<file path="src/rtl/division_controller.sv">
// Request sequencer for the iterative divider: screens divide-by-zero, issues the
// divider start pulse, waits for done under a watchdog, and returns the result.
module division_controller #(
   parameter int WIDTH   = 8,
   parameter int TAG_W   = 4,
   parameter int TIMEOUT = 64
) (
   input  logic             clk,
   input  logic             rstn,
   input  logic             in_valid,
   output logic             in_ready,
   input  logic [WIDTH-1:0] in_dividend,
   input  logic [WIDTH-1:0] in_divisor,
   input  logic [TAG_W-1:0] in_tag,
   output logic             out_valid,
   input  logic             out_ready,
   output logic [WIDTH-1:0] out_quotient,
   output logic [WIDTH-1:0] out_remainder,
   output logic [TAG_W-1:0] out_tag,
   output logic             out_div_zero,
   output logic             out_timeout,
   output logic             div_hung,
   output logic [WIDTH-1:0] div_num1,
   output logic [WIDTH-1:0] div_num2,
   output logic             div_wakeup,
   input  logic             div_done,
   input  logic [WIDTH-1:0] div_quotient,
   input  logic [WIDTH-1:0] div_remainder
);

   localparam int CNT_W = (TIMEOUT > 2) ? $clog2(TIMEOUT) : 1;
   localparam logic [CNT_W-1:0] CNT_LAST = CNT_W'(TIMEOUT - 1);

   typedef enum logic [1:0] {IDLE, ISSUE, WAIT, RESP} state_t;

   state_t           state, state_nxt;
   logic [WIDTH-1:0] op_a, op_b, q_r, r_r;
   logic [TAG_W-1:0] tag_r;
   logic             dz_r, to_r, hung_r;
   logic [CNT_W-1:0] cnt;
   logic             accept, zero_div, done_hit, time_hit, resp_take;

   always_comb begin
      state_nxt = state;
      accept    = (state == IDLE) && in_valid && !hung_r;
      zero_div  = (in_divisor == '0);
      done_hit  = (state == WAIT) && div_done;
      // done has priority over an expiring watchdog in the same cycle
      time_hit  = (state == WAIT) && !div_done && (cnt == CNT_LAST);
      resp_take = (state == RESP) && out_ready;
      case (state)
         IDLE:    if (accept) state_nxt = zero_div ? RESP : ISSUE;
         ISSUE:   state_nxt = WAIT;
         WAIT:    if (done_hit || time_hit) state_nxt = RESP;
         RESP:    if (out_ready) state_nxt = IDLE;
         default: state_nxt = IDLE;
      endcase
   end

   always_ff @(posedge clk or posedge rstn) begin
      if (rstn) state <= IDLE;
      else      state <= state_nxt;
   end

   always_ff @(posedge clk or posedge rstn) begin
      if (rstn) begin
         op_a   <= '0;
         op_b   <= '0;
         tag_r  <= '0;
         q_r    <= '0;
         r_r    <= '0;
         dz_r   <= 1'b0;
         to_r   <= 1'b0;
         hung_r <= 1'b0;
         cnt    <= '0;
      end else begin
         if (accept) begin
            op_a  <= in_dividend;
            op_b  <= in_divisor;
            tag_r <= in_tag;
            if (zero_div) begin
               q_r  <= '1;
               r_r  <= in_dividend;
               dz_r <= 1'b1;
            end
         end
         if (state == ISSUE)     cnt <= '0;
         else if (state == WAIT) cnt <= cnt + CNT_W'(1);
         if (done_hit) begin
            q_r <= div_quotient;
            r_r <= div_remainder;
         end
         if (time_hit) begin
            q_r    <= '0;
            r_r    <= '0;
            to_r   <= 1'b1;
            hung_r <= 1'b1;
         end
         if (resp_take) begin
            dz_r <= 1'b0;
            to_r <= 1'b0;
         end
      end
   end

   assign in_ready      = (state == IDLE) && !hung_r;
   assign out_valid     = (state == RESP);
   assign out_quotient  = q_r;
   assign out_remainder = r_r;
   assign out_tag       = tag_r;
   assign out_div_zero  = dz_r;
   assign out_timeout   = to_r;
   assign div_hung      = hung_r;
   assign div_num1      = op_a;
   assign div_num2      = op_b;
   assign div_wakeup    = (state == ISSUE);

endmodule

</file>
<file path="config.mk">
export PLATFORM = sky130hd
export DESIGN_NAME = division_controller
export DESIGN_NICKNAME = d
export VERILOG_FILES = /design/src/rtl/division_controller.sv
export SDC_FILE = /design/constraint.sdc
export NUM_CORES = 1
export LEC_CHECK = 0
export CORE_ASPECT_RATIO = 1.75
export CORE_MARGIN = 2
export CORE_UTILIZATION = 43
export DETAILED_ROUTE_END_ITERATION = 16
export HOLD_SLACK_MARGIN = 0.1
export PLACE_DENSITY = 0.9
export SETUP_SLACK_MARGIN = 0.02
export SYNTH_ARGS = -nofsm -noshare
export SYNTH_HDL_FRONTEND = slang
export SYNTH_SLANG_ARGS = --single-unit
</file>
<file path="constraint.sdc">
create_clock -name clk -period 2 [get_ports clk]
set_input_delay 0.3 -clock clk [delete_from_list [all_inputs] [get_ports clk]]
set_output_delay 0.3 -clock clk [all_outputs]
set_load 0.02 [all_outputs]
</file>
==> flow_summary.toml, run 1 <==
[run_status]
outcome = "completed"

[critical_path]
r2r-end = "out_remainder[1]"
end_kind = "primary output"
cp_max_fo = 4
r2r_start = "state[1]"
crit_type = "flip-flop to primary output"
startpoint_type = "flip-flop"
crit_arrival_ns = 1.63
required_ns = 1.70
r2r_cells = 7
reg2reg_setup_slack_ns = 0.23

[timing]
relSlewSlack_pct = 78.47
timing_max_transition_violations_final = 0
final_hold_viol_count = 0
rsz0062_at_grt = "false"
fmax_mhz = 517.8
finClkSkew_ns = 0.01428
fin_crit_sh_pct = 96.57
setup_viol = 0
worstMarginPinSlew_ns = 0.3229
holdWs_ns = 0.3402
post-route-min-period_ns = 1.931

[yosys]
synth_area_um2 = 2113
yosysWarnings = 0
synth_area_leaders = "dfrtp_1, mux2_2, nand3_1, o211a_1, ha_1"
yosys-top-cells-count = "dfrtp_1, mux2_2, nand3_1, nand2_1, inv_1"
syn_avg_cell_area_um2 = 12.29
yosysMostFrequentCell = "dfrtp_1"
synth_fp_nets = 219
synthCells = 172
ys_seq_area_share_pct = 55.65
synth_top_flop_cell = "dfrtp_1"
synth_cell_types = 32
async_reset_ff_share_pct = 100.0
synth_area_leader_cell = "dfrtp_1"
ys_ff_latch = 47
synth_top_cell_area_share_pct = 55.65
synth-edff-count = 0

[routing]
drt-vias-per-instance = 5.318
wire_per_inst_um = 16.28
drtIter0Drc = 40
dr.pass1.iters = 4
ant_nets = 0
drt-total-wl_mm = 5.177
vias = 1691
drc = 0

[global_route]
grt_pass1_wl_mm = 8.390
grt_pass1_vias = 1732
grt_max_degree = 48
globalRouteOverflowTotal = 0
grt_antenna_before_repair = 0
track_usage_pct = 19.55

[clock_tree]
numCtsBuffers = 5
tritoncts = "built"
hold_buffers = 0
ctsRootBufferMaster = "clkbuf_8"
cts.path.max_buffers = 2
clock_latency_ns = 0.30
postCtsSetupRepairBufs = 0
path_clk_slew_ns = 0.09
clock_sinks = 47
h-tree-depth = 2

[floorplan]
initial_utilization_pct = 44.90
dieArea_um2 = 5514
fp.dieW_um = 57.00
io_pins = 83
dieHeight_um = 96.74
rows = 33
coreArea_um2 = 4707

[cells_and_area]
nets = 312
drive_above_1_share_pct = 19.55
area_growth_pct = 49.79
fillers = 369
diodes = 0

[job]
cap_violations = 0

[placement]
port_buffers = 82
dp_hpwl_mm = 3.903
routabilityCongestion = 0.7675

[hold_path]
hold_class = "primary input to asynchronous set/reset pin"

[power_and_ir_drop]
vdd_drop_max_uv = 1040
total_power_mw = 4.834
power_density_nw_per_um2 = 1527
p_leak_nw = 1.363
==> placed cells by master, fill, tap and decap left out, types with 2 or more instances in the layout <==
master	n
dfrtp_1	47
buf_4	11
o22ai_1	2
nor2_1	4
nand2_1	11
clkdlybuf4s50_1	80
o221a_2	4
inv_1	9
buf_12	2
a21oi_1	5
mux2_2	22
clkbuf_8	6
o211a_1	8
nand2b_1	2
o221a_1	4
nand3_1	19
ha_1	6
nand3b_1	2
nor3_1	2
==> power by group <==
part           leakage [nW]  total, mW  switching [mW]  internal, mW
Combinational         0.760       2.57            1.22          1.35
Sequential            0.556       1.66           0.268          1.40
Clock                0.0474      0.604           0.322         0.282
Total                  1.36       4.83            1.81          3.03
==> worst max-delay path by stage <==
stage | startpoint | cells after the start | endpoint
after floorplan | state[0] | 5 | div_num1[0]
after global placement | in_divisor[4] | 6 | out_remainder[5]
after detailed placement | in_divisor[4] | 6 | out_remainder[5]
after CTS | state[0] | 2 | out_valid
after global routing | state[0] | 2 | out_valid
final | state[1] | 2 | out_valid
==> cells by family after synthesis <==
logic type	Yosys count	synth area share, %
AOI/OAI and AO/OA	29	12.61
xor gates and xnor gates	2	0.8290
adders and majority gates	6	3.552
buffers and inverters	19	4.086
DFF	47	55.65
muxes	23	12.20
and+or+nand+nor	46	11.07
==> through the flow <==
step | setup WS (ns) | util (%) | setup TNS, ns | area (um^2) | cells
2_1_floorplan | 0.3169 | - | 0 | 2113 | 172
3_3_place_gp | -0.03795 | 65.28 | -0.2762 | 3073 | 310
3_5_place_dp | -0.09534 | 65.28 | -0.7464 | 3073 | 310
4_1_cts | 0.05770 | 67.33 | 0 | 3169 | 318
5_1_grt | 0.02615 | 67.25 | 0 | 3166 | 318
6_report | 0.06870 | 67.25 | 0 | 3166 | 318
==> per-layer routing <==
metal / GRT usage, % / share of wire [%] / up-vias
met5: 0 / 0 / -
met3: 4.011 / 4.4 / 9
met2: 34.84 / 55 / 53
met4: 7.871 / 2.5 / 0
met1: 22.00 / 38 / 826
li1: - / - / 803
==> layout make-up <==
type | count | area, um^2 | area share (%)
Clock buffer | 6 | 82.58 | 2.609
Clock inverter | 2 | 16.27 | 0.5138
Inverter | 10 | 37.54 | 1.186
Multi-Input combinational cell | 106 | 850.8 | 26.88
Sequential cell | 47 | 1176 | 37.15
Tap cell | 52 | 65.06 | 2.055
Timing Repair Buffer | 95 | 937.1 | 29.60
==> worst max-delay path: stages, from the launching register on <==
cell and delay (ns):
dfrtp_1 0.41, ha_1 0.28, clkdlybuf4s50_1 0.64
==> sequential cells by signal, summed over array words and instances, names as in the netlist, 2 cells and up <==
| name | flops |
|---|---|
| div_num1 | 8 |
| div_num2 | 8 |
| out_quotient | 8 |
| out_remainder | 8 |
| cnt | 6 |
| out_tag | 4 |
| state | 2 |
==> timing repair <==
item,CTS,global route
gates cloned,0,0
endpoints found under the setup margin,2,1
gates resized for setup,2,2
No activity file was read; power rests on OpenSTA's default activity.
==> run 2: changes to the inputs <==
- CTS_CLUSTER_SIZE: not set -> 40
==> results of run 2 <==
Same layout as run 1: the final DEF is identical, and so are final timing and power.
==> run 3: changes to the inputs <==
- CAP_MARGIN: not set -> 0
==> results of run 3 <==
Same layout as run 1: the final DEF is identical, and so are final timing and power.
